--- config.mk ---
export PLATFORM = sky130hd
export DESIGN_NAME = lsu_word_bridge
export DESIGN_NICKNAME = d
export VERILOG_FILES = /design/src/rtl/lsu_pkg.sv /design/src/rtl/lsu_word_bridge_lane_align.sv /design/src/rtl/lsu_word_bridge.sv
export SDC_FILE = /design/constraint.sdc
export NUM_CORES = 1
export LEC_CHECK = 0
export ABC_AREA = 1
export CAP_MARGIN = 20
export CORE_UTILIZATION = 30
export CTS_BUF_LIST = sky130_fd_sc_hd__clkbuf_16
export DETAILED_ROUTE_END_ITERATION = 7
export PLACE_DENSITY = 0.58
export SETUP_SLACK_MARGIN = 0.4
export SKIP_CTS_REPAIR_TIMING = 1
export SLEW_MARGIN = 25
export SYNTH_ARGS = -nofsm -noshare
export SYNTH_HDL_FRONTEND = slang
export SYNTH_SLANG_ARGS = --single-unit
--- constraint.sdc ---
create_clock -name clk -period 2.87 [get_ports clk]
set_input_delay 0.574 -clock clk [delete_from_list [all_inputs] [get_ports clk]]
set_output_delay 0.574 -clock clk [all_outputs]
set_load 0.005 [all_outputs]
--- src/rtl/lsu_pkg.sv ---
// Shared types for the word-only load/store bridge.
// Access sizes, FSM states and the datapath width.
package lsu_pkg;

    localparam int XLEN = 32;

    typedef enum logic [1:0] {
        SZ_B   = 2'd0,
        SZ_H   = 2'd1,
        SZ_W   = 2'd2,
        SZ_BAD = 2'd3
    } lsu_size_t;

    typedef enum logic [1:0] {
        IDLE   = 2'd0,
        ACCESS = 2'd1,
        WRITE  = 2'd2,
        RESP   = 2'd3
    } lsu_state_t;

endpackage

--- src/rtl/lsu_word_bridge_lane_align.sv ---
// Lane extract/extend for loads and lane merge for sub-word stores.
// Purely combinational; lane selects come from the low address bits.
module lsu_lane_align
    import lsu_pkg::*;
(
    input  logic [XLEN-1:0] rdata_i,
    input  logic [XLEN-1:0] wdata_i,
    input  logic [1:0]      lane_i,
    input  lsu_size_t       size_i,
    input  logic            uns_i,
    output logic [XLEN-1:0] load_o,
    output logic [XLEN-1:0] merge_o
);

    logic [7:0]  byte_sel;
    logic [15:0] half_sel;

    // Pick the addressed lane, extend it, and build the merged write word
    always_comb begin
        byte_sel = rdata_i[{lane_i, 3'b000} +: 8];
        half_sel = rdata_i[{lane_i[1], 4'b0000} +: 16];
        load_o   = rdata_i;
        merge_o  = wdata_i;
        case (size_i)
            SZ_B: begin
                load_o  = uns_i ? {24'b0, byte_sel}
                                : {{24{byte_sel[7]}}, byte_sel};
                merge_o = rdata_i;
                merge_o[{lane_i, 3'b000} +: 8] = wdata_i[7:0];
            end
            SZ_H: begin
                load_o  = uns_i ? {16'b0, half_sel}
                                : {{16{half_sel[15]}}, half_sel};
                merge_o = rdata_i;
                merge_o[{lane_i[1], 4'b0000} +: 16] = wdata_i[15:0];
            end
            default: begin
                load_o  = rdata_i;
                merge_o = wdata_i;
            end
        endcase
    end

endmodule

--- src/rtl/lsu_word_bridge.sv ---
// Byte/half/word load-store front end for a word-only memory port.
// Sub-word stores are done as read-modify-write; mem_we is a flop.
module lsu_word_bridge
    import lsu_pkg::*;
#(
    parameter int ADDR_BITS = 12,
    parameter int XLEN      = 32
) (
    input  logic            clk,
    input  logic            rst_n,
    input  logic            req_valid,
    output logic            req_ready,
    input  logic            req_we,
    input  logic [1:0]      req_size,
    input  logic            req_unsigned,
    input  logic [XLEN-1:0] req_addr,
    input  logic [XLEN-1:0] req_wdata,
    output logic            rsp_valid,
    output logic [XLEN-1:0] rsp_rdata,
    output logic            rsp_misaligned,
    output logic            rsp_fault,
    output logic [XLEN-1:0] mem_addr,
    output logic [XLEN-1:0] mem_wdata,
    output logic            mem_we,
    input  logic [XLEN-1:0] mem_rdata
);

    if (XLEN != 32) begin : g_xlen_chk
        $error("lsu_word_bridge supports XLEN = 32 only");
    end

    lsu_state_t        state_q, state_d;
    lsu_size_t         size_q, size_d;
    logic [1:0]        lane_q, lane_d;
    logic              we_q, we_d;
    logic              uns_q, uns_d;
    logic [XLEN-1:0]   wdata_q, wdata_d;
    logic [XLEN-1:0]   maddr_q, maddr_d;
    logic [XLEN-1:0]   mwdata_q, mwdata_d;
    logic              mwe_q, mwe_d;
    logic [XLEN-1:0]   rdata_q, rdata_d;
    logic              mis_q, mis_d;
    logic              flt_q, flt_d;

    logic              accept;
    logic              req_mis;
    logic              req_flt;
    lsu_size_t         req_sz;
    logic [XLEN-1:0]   load_val;
    logic [XLEN-1:0]   merge_val;

    assign req_ready      = (state_q == IDLE);
    assign rsp_valid      = (state_q == RESP);
    assign rsp_rdata      = rdata_q;
    assign rsp_misaligned = mis_q;
    assign rsp_fault      = flt_q;
    assign mem_addr       = maddr_q;
    assign mem_wdata      = mwdata_q;
    assign mem_we         = mwe_q;

    assign accept  = req_valid && req_ready;
    assign req_sz  = lsu_size_t'(req_size);
    assign req_flt = |req_addr[XLEN-1:ADDR_BITS];

    // Alignment / illegal-size check on the incoming request
    always_comb begin
        req_mis = 1'b0;
        unique case (1'b1)
            (req_sz == SZ_BAD): req_mis = 1'b1;
            (req_sz == SZ_H):   req_mis = req_addr[0];
            (req_sz == SZ_W):   req_mis = |req_addr[1:0];
            default:            req_mis = 1'b0;
        endcase
    end

    lsu_lane_align u_align (
        .rdata_i (mem_rdata),
        .wdata_i (wdata_q),
        .lane_i  (lane_q),
        .size_i  (size_q),
        .uns_i   (uns_q),
        .load_o  (load_val),
        .merge_o (merge_val)
    );

    // State and datapath registers
    always_ff @(posedge clk or negedge rst_n) begin
        if (!rst_n) begin
            state_q  <= IDLE;
            size_q   <= SZ_B;
            lane_q   <= 2'b0;
            we_q     <= 1'b0;
            uns_q    <= 1'b0;
            wdata_q  <= '0;
            maddr_q  <= '0;
            mwdata_q <= '0;
            mwe_q    <= 1'b0;
            rdata_q  <= '0;
            mis_q    <= 1'b0;
            flt_q    <= 1'b0;
        end else begin
            state_q  <= state_d;
            size_q   <= size_d;
            lane_q   <= lane_d;
            we_q     <= we_d;
            uns_q    <= uns_d;
            wdata_q  <= wdata_d;
            maddr_q  <= maddr_d;
            mwdata_q <= mwdata_d;
            mwe_q    <= mwe_d;
            rdata_q  <= rdata_d;
            mis_q    <= mis_d;
            flt_q    <= flt_d;
        end
    end

    // Next-state and register updates for the access sequence
    always_comb begin
        state_d  = state_q;
        size_d   = size_q;
        lane_d   = lane_q;
        we_d     = we_q;
        uns_d    = uns_q;
        wdata_d  = wdata_q;
        maddr_d  = maddr_q;
        mwdata_d = mwdata_q;
        mwe_d    = mwe_q;
        rdata_d  = rdata_q;
        mis_d    = mis_q;
        flt_d    = flt_q;
        case (state_q)
            IDLE: begin
                if (accept) begin
                    size_d  = req_sz;
                    lane_d  = req_addr[1:0];
                    we_d    = req_we;
                    uns_d   = req_unsigned;
                    wdata_d = req_wdata;
                    if (req_mis || req_flt) begin
                        mis_d   = req_mis;
                        flt_d   = !req_mis && req_flt;
                        rdata_d = '0;
                        state_d = RESP;
                    end else begin
                        maddr_d = {req_addr[XLEN-1:2], 2'b00};
                        if (req_we && req_sz == SZ_W) begin
                            mwdata_d = req_wdata;
                            mwe_d    = 1'b1;
                        end
                        state_d = ACCESS;
                    end
                end
            end
            ACCESS: begin
                mis_d   = 1'b0;
                flt_d   = 1'b0;
                rdata_d = '0;
                if (!we_q) begin
                    rdata_d = load_val;
                    state_d = RESP;
                end else if (size_q == SZ_W) begin
                    mwe_d   = 1'b0;
                    state_d = RESP;
                end else begin
                    mwdata_d = merge_val;
                    mwe_d    = 1'b1;
                    state_d  = WRITE;
                end
            end
            WRITE: begin
                mwe_d   = 1'b0;
                state_d = RESP;
            end
            default: begin
                state_d = IDLE;
            end
        endcase
    end

endmodule

# Word-level counts from Yosys, hierarchy flattened
# Index checks and enable logic that the tools add are counted.
# W data, S select, Z words.
# word_totals
ff_bits	137
latch_bits	0
mem_bits_rw	0
romBits	0
input_bits	103
out_inout_bits	101
elab_cells	85
mem_count	0
# classes
n_addsub	2
mul	0
n_div	0
magnitude_cmp	0
eq_ne	14
n_shift	6
mux	34
n_bitwise	1
n_reduce_logical	16
# ops
cell	n
$mux W32	10
$pmux W32 S2	4
$bwmux W32	2
$shift A16 B7 Y32 const A	1
$shift A8 B7 Y32 const A	1
$shiftx A16 B7 Y32	1
$shiftx A32 B6 Y16	1
$shiftx A32 B6 Y8	1
$shiftx A8 B7 Y32	1
$reduce_or A20 Y1	1
$neg A5 Y7	2
$mux W1	11
$eq A2 B2 Y1 const B	5
$eq A2 B1 Y1 const B	3
$ne A2 B1 Y1 const B	3
$ne A2 B2 Y1 const B	3
$pmux W1 S3	2
$pmux W2 S3	1
$reduce_and A3 Y1	2
$reduce_and A6 Y1	1
$reduce_and A5 Y1	1
$logic_not A2 Y1	2
$mux W2	2
$pmux W1 S2	2
8 further kinds	10

# Logic depth before layout (Yosys ltp)
# Gate-level depths: netlist of the first run.
# logic_depth
ltp_word	7
ltp_mapped	14
mapped_depth_nobuf	11

# By module
# Synthesis of the first run repeated with hierarchy kept, for this count alone.
# hier_totals
hier_cells	1134
hier_area_um2	7986.4
# by_module_without_submodules
module	instances	cells_each	area_per_inst_um2	seq_area_each_um2
lsu_word_bridge	1	730	6145.9	3428.3
lsu_lane_align	1	404	1840.5	0.0

# Worst setup path before layout of the first run
# Ideal clock, no wire load.
# synth_path
kind	register to register
from	register lane_q[1]
to	register mwdata_q[20] (netlist: mem_wdata[20])
setup_ns	0.065
arrival_time_ns	2.001
required_time_ns	2.805
setup_slack_ns	0.804
path_stages_with_launch	13
n_path_buf	2
synth_period_minus_slack_ns	2.066
cell_sequence	dfrtp_1 inv_1 buf_2 buf_2 ha_1 inv_1 nor2_1 nand3_1 a21oi_1 nor2_1 nor2_1 nand3_1 nand2_1
# synth_via
elab_chain_cells	7
word_cells_on_any_way	12
cone_classes	2 x add/sub; 4 x shift; 6 x mux
# synth_rtl
element	line	rtl
start: declaration	lsu_word_bridge.sv:34	logic [1:0] lane_q, lane_d;
start signal: assignment	lsu_word_bridge.sv:104	lane_q <= lane_d;
$neg A5 Y7 (on tied branches)	lsu_word_bridge_lane_align.sv:35, lsu_word_bridge_lane_align.sv:29	
$shiftx A16 B7 Y32 (tied with other cells)	lsu_word_bridge_lane_align.sv:35	merge_o[{lane_i[1], 4'b0000} +: 16] = wdata_i[15:0];
$bwmux W32 (on tied branches)	lsu_word_bridge_lane_align.sv:35, lsu_word_bridge_lane_align.sv:29	
$pmux W32 S2 *	lsu_word_bridge_lane_align.sv:24	case (size_i)
$mux W32 *	lsu_word_bridge.sv:161	end else if (size_q == SZ_W) begin
$mux W32 *	lsu_word_bridge.sv:158	if (!we_q) begin
$pmux W32 S2 *	lsu_word_bridge.sv:131	case (state_q)
end signal: assignment	lsu_word_bridge.sv:109	mwdata_q <= mwdata_d;
end: declaration	lsu_word_bridge.sv:39	logic [XLEN-1:0] mwdata_q, mwdata_d;
# Mark *: on every way between the ends. The rest lies on a longest branch, timed or not. The select of a mux whose other input is x is not followed.
# A chain may end at the register's enable or synchronous reset.

# Worst setup path in the final report of the first run
# layout_path
from	register state_q[0]
to	output port req_ready
# layout_via
elab_chain_cells	1
# layout_rtl
element	line	rtl
start: declaration	lsu_word_bridge.sv:32	lsu_state_t state_q, state_d;
start signal: assignment	lsu_word_bridge.sv:102	state_q <= state_d;
$logic_not A2 Y1	lsu_word_bridge.sv:52	assign req_ready = (state_q == IDLE);
end: declaration	lsu_word_bridge.sv:12	output logic req_ready,
# No other way between the ends.

==> impl_metrics.xml, run 1 <==
<?xml version="1.0" encoding="UTF-8"?>
<metrics>
  <group name="global_routing">
    <metric name="gr-usage-met3" unit="">0.04444</metric>
    <metric name="grt_pass1_vias" unit="">8147</metric>
    <metric name="grt_remaining_overflow" unit="">0</metric>
    <metric name="globalRoute.busiestLayer" unit="">met2</metric>
    <metric name="grtUsageTotal" unit="">0.2147</metric>
    <metric name="grt_max_degree" unit="">72</metric>
    <metric name="antenna_found_initial" unit="">0</metric>
    <metric name="grt_util_met1" unit="">0.2855</metric>
    <metric name="grt_pass1_wl" unit="mm">46.35</metric>
    <metric name="globalRouteMet2Util" unit="">0.3440</metric>
  </group>
  <group name="pwr">
    <metric name="leakage" unit="uW">0.005268</metric>
    <metric name="switchingPower" unit="uW">5317</metric>
    <metric name="power_per_cell_area" unit="mW/mm^2">1040</metric>
    <metric name="switching_share" unit="">0.4645</metric>
    <metric name="comb_power_share" unit="">0.520</metric>
    <metric name="power.share.sequential" unit="">0.281</metric>
    <metric name="power.internal" unit="uW">6130</metric>
    <metric name="share_of_total_power_in_the_clock_network" unit="">0.198</metric>
    <metric name="total_power" unit="uW">11450</metric>
    <metric name="vdd_ir_drop_max" unit="mV">0.5715</metric>
  </group>
  <group name="logic_synthesis">
    <metric name="synth_simple_gate_area_frac" unit="">0.3363</metric>
    <metric name="synth_compound_gate_area_share" unit="">0.1330</metric>
    <metric name="synth-seq-area-share" unit="">0.4219</metric>
    <metric name="main_combinational_cell_family_by_area_after_synthesis" unit="">simple AND/OR/NAND/NOR gates</metric>
    <metric name="synthesis.area" unit="sq mm">0.008125</metric>
    <metric name="synthTopCellsByArea" unit="">sky130_fd_sc_hd__dfrtp_1 42%, sky130_fd_sc_hd__nand2_1 19%, sky130_fd_sc_hd__nor2_1 6.7%</metric>
    <metric name="post_synth_num_cell_types" unit="">32</metric>
    <metric name="synth_top_area_frac" unit="">0.4219</metric>
    <metric name="yosysWarningCount" unit="">0</metric>
    <metric name="mapped_cells" unit="">1205</metric>
    <metric name="synth-xor-area-share" unit="">0</metric>
    <metric name="post_synth_fa_ha_maj_area_fraction" unit="">0.01386</metric>
    <metric name="synth.area.mux_share" unit="">0</metric>
    <metric name="synthDominantAreaCellType" unit="">sky130_fd_sc_hd__dfrtp_1</metric>
    <metric name="synth_seq_cells" unit="">137</metric>
    <metric name="syn_area_cell" unit="sq um">6.743</metric>
  </group>
  <group name="route">
    <metric name="iteration_0_drc_markers" unit="">872</metric>
    <metric name="via_count" unit="">8367</metric>
    <metric name="via_per_inst" unit="">4.853</metric>
    <metric name="antenna_violating_nets_post_route" unit="">0</metric>
    <metric name="post_drt_wl_per_cell" unit="microns">16.93</metric>
    <metric name="drc" unit="">14</metric>
    <metric name="first_pass_iters" unit="">7</metric>
    <metric name="total_detailed_routing_wirelength" unit="mm">29.18</metric>
  </group>
  <group name="floorplanning">
    <metric name="die_x" unit="microns">166.6</metric>
    <metric name="area_of_the_core_region" unit="sq mm">0.02628</metric>
    <metric name="fp-row-count" unit="">59</metric>
    <metric name="die_h" unit="microns">166.6</metric>
    <metric name="floorplan.io_pins" unit="">204</metric>
    <metric name="starting_density_of_the_core" unit="">0.3092</metric>
    <metric name="floorplan_die_area" unit="sq mm">0.02775</metric>
  </group>
  <group name="placement">
    <metric name="gp_congestion" unit="">0.9290</metric>
    <metric name="place_hpwl" unit="mm">21.33</metric>
    <metric name="io_buffer_count" unit="">201</metric>
  </group>
  <group name="critical_path">
    <metric name="arrival" unit="ps">1760</metric>
    <metric name="critPathCaptureType" unit="">output pin</metric>
    <metric name="timing.critical_path.cells" unit="">inv_1 -&gt; ha_2 -&gt; clkdlybuf4s50_1</metric>
    <metric name="path_class" unit="">flip-flop to output pin</metric>
    <metric name="timing.critical_path.required" unit="ps">2300</metric>
    <metric name="worstPathMaxFanout" unit="">7</metric>
    <metric name="cpPeakStageDelay" unit="ps">560</metric>
    <metric name="cp-start-kind" unit="">flip-flop</metric>
    <metric name="crit_path_top_delay_cell" unit="">sky130_fd_sc_hd__clkdlybuf4s50_1</metric>
  </group>
  <group name="clocking">
    <metric name="cts_root_buf" unit="">sky130_fd_sc_hd__clkbuf_16</metric>
    <metric name="htree_levels" unit="">4</metric>
    <metric name="clock_path_buffers" unit="">2</metric>
    <metric name="clk_pin_slew_worst_paths" unit="ps">70</metric>
    <metric name="cts_tree" unit="">yes</metric>
    <metric name="numCtsBuffers" unit="">17</metric>
    <metric name="clock_sinks" unit="">137</metric>
    <metric name="clk-insertion-delay-late" unit="ps">430</metric>
  </group>
  <group name="cells_and_area">
    <metric name="finish.net_count" unit="">1488</metric>
    <metric name="area_growth_syn_to_layout" unit="%">35.43</metric>
    <metric name="final_layout_size_suffix_gt1_frac" unit="">0.05904</metric>
    <metric name="antenna_cells" unit="">0</metric>
  </group>
  <group name="sta">
    <metric name="fin_tns_setup" unit="ps">0</metric>
    <metric name="timing_hold_violations_final" unit="">0</metric>
    <metric name="finalClockSkew" unit="ps">14.37</metric>
    <metric name="period_utilization" unit="">0.8138</metric>
    <metric name="setup_viol" unit="">0</metric>
    <metric name="worst-slew-pin-transition" unit="ps">567.0</metric>
    <metric name="slew_headroom" unit="">0.6211</metric>
    <metric name="fin_crit" unit="ps">2336</metric>
    <metric name="maxSlewViolCount" unit="">0</metric>
    <metric name="rsz0062_at_grt" unit="">no</metric>
    <metric name="max_clock_freq" unit="MHz">428.1</metric>
  </group>
  <group name="outcome">
    <metric name="result_of_the_run" unit="">finished with violations</metric>
    <metric name="violations" unit="">DRC</metric>
  </group>
  <group name="job">
    <metric name="maximum_capacitance_violations" unit="">0</metric>
  </group>
  <group name="min_path">
    <metric name="worstHoldPathType" unit="">input port to async pin</metric>
  </group>
</metrics>
-- power groups by stage --
stage | sequential, uW | clock (uW) | combinational [uW]
after floorplan | 3080 | 0 | 3810
after global placement | 3230 | 0 | 5880
after detailed placement | 3240 | 0 | 5930
after CTS | 3220 | 2320 | 5960
after global routing | 3310 | 2400 | 6730
final | 3220 | 2270 | 5960
-- area by class of cell --
type                    instances  area [sq um]
fillers                      2791         15280
multi-input cells             891          3941
clock inverters                15         198.9
clock buffers                  17         425.4
flip-flops and latches        137          3428
inverters                     106         400.4
repair buffers                223          2191
well taps                     335         419.2
-- worst paths after layout --
path                        startpoint             to  slack (ps)  cells past startpoint
max in group asynchronous        rst_n   rsp_rdata[7]        2080                      2
min in group clk           mem_addr[6]    mem_addr[6]         470                      2
min                              rst_n    wdata_q[12]          60                      1
max                         state_q[0]      req_ready         530                      3
max reg2reg                  lane_q[0]  mem_wdata[22]         730                     10
min reg2reg                mem_addr[6]    mem_addr[6]         470                      2
-- cell families (layout without fill, tap and decap cells) --
| family | after synthesis | count (layout) |
|---|---|---|
| and+or+nand+nor | 675 | 675 |
| DFF | 137 | 137 |
| adders and majority gates | 9 | 9 |
| AOI/OAI and AO/OA | 205 | 205 |
| buffers and inverters | 178 | 361 |
| other | 1 | 2 |
-- synthesized netlist by cell type, drive strengths merged --
| master | n |
|---|---|
| a21oi | 89 |
| nand4 | 11 |
| nand3 | 79 |
| clkinv | 1 |
| nor3 | 7 |
| ha | 9 |
| inv | 105 |
| o22ai | 5 |
| o211ai | 18 |
| or2 | 3 |
| nand2 | 422 |
| conb | 1 |
| o21ai | 93 |
| dfrtp | 137 |
| buf | 52 |
| nor2 | 153 |
| clkbuf | 20 |
-- worst max-delay path: cells and delay by family, from the launching register on --
family	cells	cell delay, ps
buffers and inverters	2	670
flip-flops	1	400
adder cells (fa/ha/maj)	1	270
-- cells in the final DEF, fill, tap and decap left out, drive strengths merged --
| cell type | n |
|---|---|
| nand2 | 422 |
| clkdlybuf4s50 | 200 |
| nor2 | 153 |
| dfrtp | 137 |
| inv | 111 |
| o21ai | 93 |
| a21oi | 89 |
| nand3 | 79 |
| buf | 23 |
| o211ai | 18 |
| clkbuf | 17 |
| nand4 | 11 |
| clkinv | 10 |
| ha | 9 |
| nor3 | 7 |
| o22ai | 5 |
| or2 | 3 |
| conb | 2 |
-- metrics by stage --
step	setup slack (ps)	cells	hold WS [ps]	instance area, sq um	util
final	534.4	1724	55.24	11000	0.4187
after global routing	465.4	1724	72.64	11000	0.4187
after CTS	407.1	1724	55.69	11000	0.4184
after detailed placement	385.1	1692	459.5	10370	0.3947
after global placement	435.6	1692	456.9	10370	0.3947
after floorplan	803.9	1206	278.4	8129	-
-- metal layers --
layer  up-vias  share of wire
li1       4160              -
met5         -              0
met4         0          0.026
met3        41          0.062
met2       285           0.46
met1      3881           0.45
-- registers in the layout, indices dropped and copies added, names as in the netlist, 2 cells and up --
name	cells
size_q	2
mem_wdata	32
lane_q	2
wdata_q	32
mem_addr	30
state_q	2
rsp_rdata	32
No activity file was read; power rests on OpenSTA's default activity.
==> run 2: changes to the inputs <==
clock period = 2.23 ns   (was 2.87 ns; I/O delays follow)
==> run 2 against run 1 <==
The flow still finishes with violations (DRC). Core utilization rose by 2.9 points. Clock skew fell by 3.6 ps. Highest routed layer unchanged. Worst hold slack improved by 420 ps.
==> impl_metrics.xml, run 2 (synthesized netlist as in run 1, its figures left out) <==
<?xml version="1.0" encoding="UTF-8"?>
<metrics>
  <group name="pwr">
    <metric name="power.internal" unit="uW">8799</metric>
    <metric name="vdd_ir_drop_max" unit="mV">0.6103</metric>
    <metric name="comb_power_share" unit="">0.558</metric>
    <metric name="leakage" unit="uW">0.005634</metric>
    <metric name="switching_share" unit="">0.4523</metric>
    <metric name="power.share.sequential" unit="">0.259</metric>
    <metric name="power_per_cell_area" unit="mW/mm^2">1367</metric>
    <metric name="share_of_total_power_in_the_clock_network" unit="">0.182</metric>
    <metric name="switchingPower" unit="uW">7267</metric>
  </group>
  <group name="global_routing">
    <metric name="grt_pass1_vias" unit="">8260</metric>
    <metric name="grt_remaining_overflow" unit="">0</metric>
    <metric name="grt_pass1_wl" unit="mm">46.24</metric>
    <metric name="grtUsageTotal" unit="">0.2141</metric>
    <metric name="antenna_found_initial" unit="">0</metric>
    <metric name="grt_max_degree" unit="">49</metric>
  </group>
  <group name="route">
    <metric name="routed-wl-met3" unit="mm">1.965</metric>
    <metric name="post_drt_wl_per_cell" unit="microns">16.93</metric>
    <metric name="wirelength_met1" unit="mm">13.20</metric>
    <metric name="wl_met2" unit="mm">13.91</metric>
    <metric name="iteration_0_drc_markers" unit="">666</metric>
    <metric name="antenna_violating_nets_post_route" unit="">0</metric>
    <metric name="via_count" unit="">8581</metric>
    <metric name="via_per_inst" unit="">4.870</metric>
    <metric name="highest_layer" unit="">met4</metric>
    <metric name="total_detailed_routing_wirelength" unit="mm">29.84</metric>
    <metric name="drc" unit="">12</metric>
    <metric name="first_pass_iters" unit="">7</metric>
  </group>
  <group name="clocking">
    <metric name="cts_tree" unit="">yes</metric>
    <metric name="clk_pin_slew_worst_paths" unit="ps">80</metric>
    <metric name="clk-insertion-delay-late" unit="ps">440</metric>
    <metric name="numCtsBuffers" unit="">17</metric>
    <metric name="cts_root_buf" unit="">sky130_fd_sc_hd__clkbuf_16</metric>
    <metric name="clock_sinks" unit="">137</metric>
    <metric name="clock_path_buffers" unit="">2</metric>
    <metric name="htree_levels" unit="">4</metric>
  </group>
  <group name="critical_path">
    <metric name="path_class" unit="">flip-flop to output pin</metric>
    <metric name="worstPathBufferInverterCount" unit="">3</metric>
    <metric name="critical_register_to_register_path_endpoint" unit="">mem_wdata[18]</metric>
    <metric name="crit_path_leading_delay_family" unit="">flip-flops</metric>
    <metric name="worst-r2r-setup-slack" unit="ps">420</metric>
    <metric name="critPathCaptureType" unit="">output pin</metric>
    <metric name="timing.critical_path.cells" unit="">buf_4 -&gt; inv_2 -&gt; ha_4 -&gt; dlymetal6s2s_1</metric>
    <metric name="cp-start-kind" unit="">flip-flop</metric>
    <metric name="r2r.worst_path.cells" unit="">10</metric>
    <metric name="r2r-start" unit="">lane_q[0]</metric>
    <metric name="arrival" unit="ps">1420</metric>
    <metric name="cpPeakStageDelay" unit="ps">390</metric>
    <metric name="timing.critical_path.required" unit="ps">1780</metric>
    <metric name="crit_path_top_delay_cell" unit="">sky130_fd_sc_hd__dfrtp_1</metric>
    <metric name="worstPathMaxFanout" unit="">7</metric>
  </group>
  <group name="floorplanning">
    <metric name="floorplan.io_pins" unit="">204</metric>
    <metric name="fp-row-count" unit="">59</metric>
    <metric name="die_h" unit="microns">166.6</metric>
    <metric name="floorplan_die_area" unit="sq mm">0.02775</metric>
    <metric name="starting_density_of_the_core" unit="">0.3092</metric>
    <metric name="area_of_the_core_region" unit="sq mm">0.02628</metric>
    <metric name="die_x" unit="microns">166.6</metric>
  </group>
  <group name="cells_and_area">
    <metric name="final_layout_size_suffix_gt1_frac" unit="">0.1114</metric>
    <metric name="final_design_area_no_fill" unit="sq mm">0.01175</metric>
    <metric name="layout.cells.most_common_list" unit="">413 x sky130_fd_sc_hd__nand2_1, 194 x sky130_fd_sc_hd__clkdlybuf4s50_1, 139 x sky130_fd_sc_hd__nor2_1, 135 x sky130_fd_sc_hd__dfrtp_1, 89 x sky130_fd_sc_hd__inv_1</metric>
    <metric name="final-instance-count-excl-fill" unit="">1762</metric>
    <metric name="antenna_cells" unit="">0</metric>
    <metric name="finish.net_count" unit="">1526</metric>
    <metric name="area_growth_syn_to_layout" unit="%">44.66</metric>
    <metric name="layout_commonest_cell" unit="">sky130_fd_sc_hd__nand2_1</metric>
    <metric name="utilization" unit="">0.4472</metric>
  </group>
  <group name="sta">
    <metric name="setup_viol" unit="">0</metric>
    <metric name="fin_crit" unit="ps">1864</metric>
    <metric name="fin_tns_setup" unit="ps">0</metric>
    <metric name="finalClockSkew" unit="ps">10.75</metric>
    <metric name="rsz0062_at_grt" unit="">yes</metric>
    <metric name="final.hold.worst_slack" unit="ps">474.1</metric>
    <metric name="timing_hold_violations_final" unit="">0</metric>
    <metric name="max_clock_freq" unit="MHz">536.5</metric>
    <metric name="maxSlewViolCount" unit="">0</metric>
    <metric name="period_utilization" unit="">0.8359</metric>
  </group>
  <group name="min_path">
    <metric name="holdCritStartpoint" unit="">mem_addr[3]</metric>
    <metric name="worstHoldPathType" unit="">flip-flop to flip-flop</metric>
    <metric name="hold_path_depth" unit="">2</metric>
    <metric name="worstHoldEndpoint" unit="">mem_addr[3]</metric>
  </group>
  <group name="outcome">
    <metric name="result_of_the_run" unit="">finished with violations</metric>
    <metric name="violations" unit="">DRC</metric>
  </group>
  <group name="placement">
    <metric name="detailed_place.area" unit="sq mm">0.01062</metric>
    <metric name="io_buffer_count" unit="">201</metric>
    <metric name="place_hpwl" unit="mm">21.57</metric>
    <metric name="gp_congestion" unit="">0.9129</metric>
    <metric name="place_inst" unit="">1707</metric>
  </group>
  <group name="job">
    <metric name="maximum_capacitance_violations" unit="">0</metric>
  </group>
</metrics>
## run 2: changes by cell type in the layout (fill, tap and decap cells not counted), sizes merged, moves of 2 or more
cell | before | now
clkinv | 10 | 8
buf | 23 | 56
dlymetal6s2s | 0 | 6
clkdlybuf4s50 | 200 | 194
clkbuf | 17 | 21
## run 2: tightest hold or removal path, delay by kind of cell, from the launching register on
kind	cells	cell delay, ps
flops	1	350
simple gates	2	90
## run 2: power groups by stage
stage               registers, uW  clock network, uW  logic (uW)
finish                       4170               2930        8970
global route                 4280               3110        9960
global placement             4190                  0        7930
floorplan                    3960                  0        4990
CTS                          4140               3000        8080
detailed placement           4170                  0        8050
## run 2: layout make-up
class / instances / area [sq um]
fillers: 2690 / 14530
flip-flops and latches: 137 / 3431
clock buffers: 17 / 425.4
repair buffers: 261 / 2745
clock inverters: 15 / 193.9
well taps: 335 / 419.2
multi-input cells: 891 / 4118
inverters: 106 / 421.7
## run 2: worst max-delay path by stage
stage | start | depth (start not counted) | to | slack [ps]
5_1_grt | lane_q[0] | 10 | mem_wdata[20] | 270
6_report | state_q[0] | 4 | req_ready | 370
3_3_place_gp | req_addr[12] | 9 | mem_addr[11] | 70
4_1_cts | state_q[0] | 3 | req_ready | -130
2_1_floorplan | lane_q[1] | 12 | mem_wdata[26] | 410
3_5_place_dp | req_addr[12] | 9 | mem_addr[4] | 60
## run 2: per-layer routing
layer | track usage | vias up
met4 | 0.08253 | 0
met1 | 0.2802 | 3971
li1 | - | 4245
met5 | 0 | -
met2 | 0.3476 | 321
met3 | 0.04278 | 44
## run 2: per-stage QoR
step / setup slack [ps] / power (uW)
floorplan: 408.1 / 8947
global placement: 72.17 / 12120
detailed placement: 58.57 / 12220
CTS: -126.2 / 15220
global route: 273.4 / 17340
finish: 365.9 / 16070
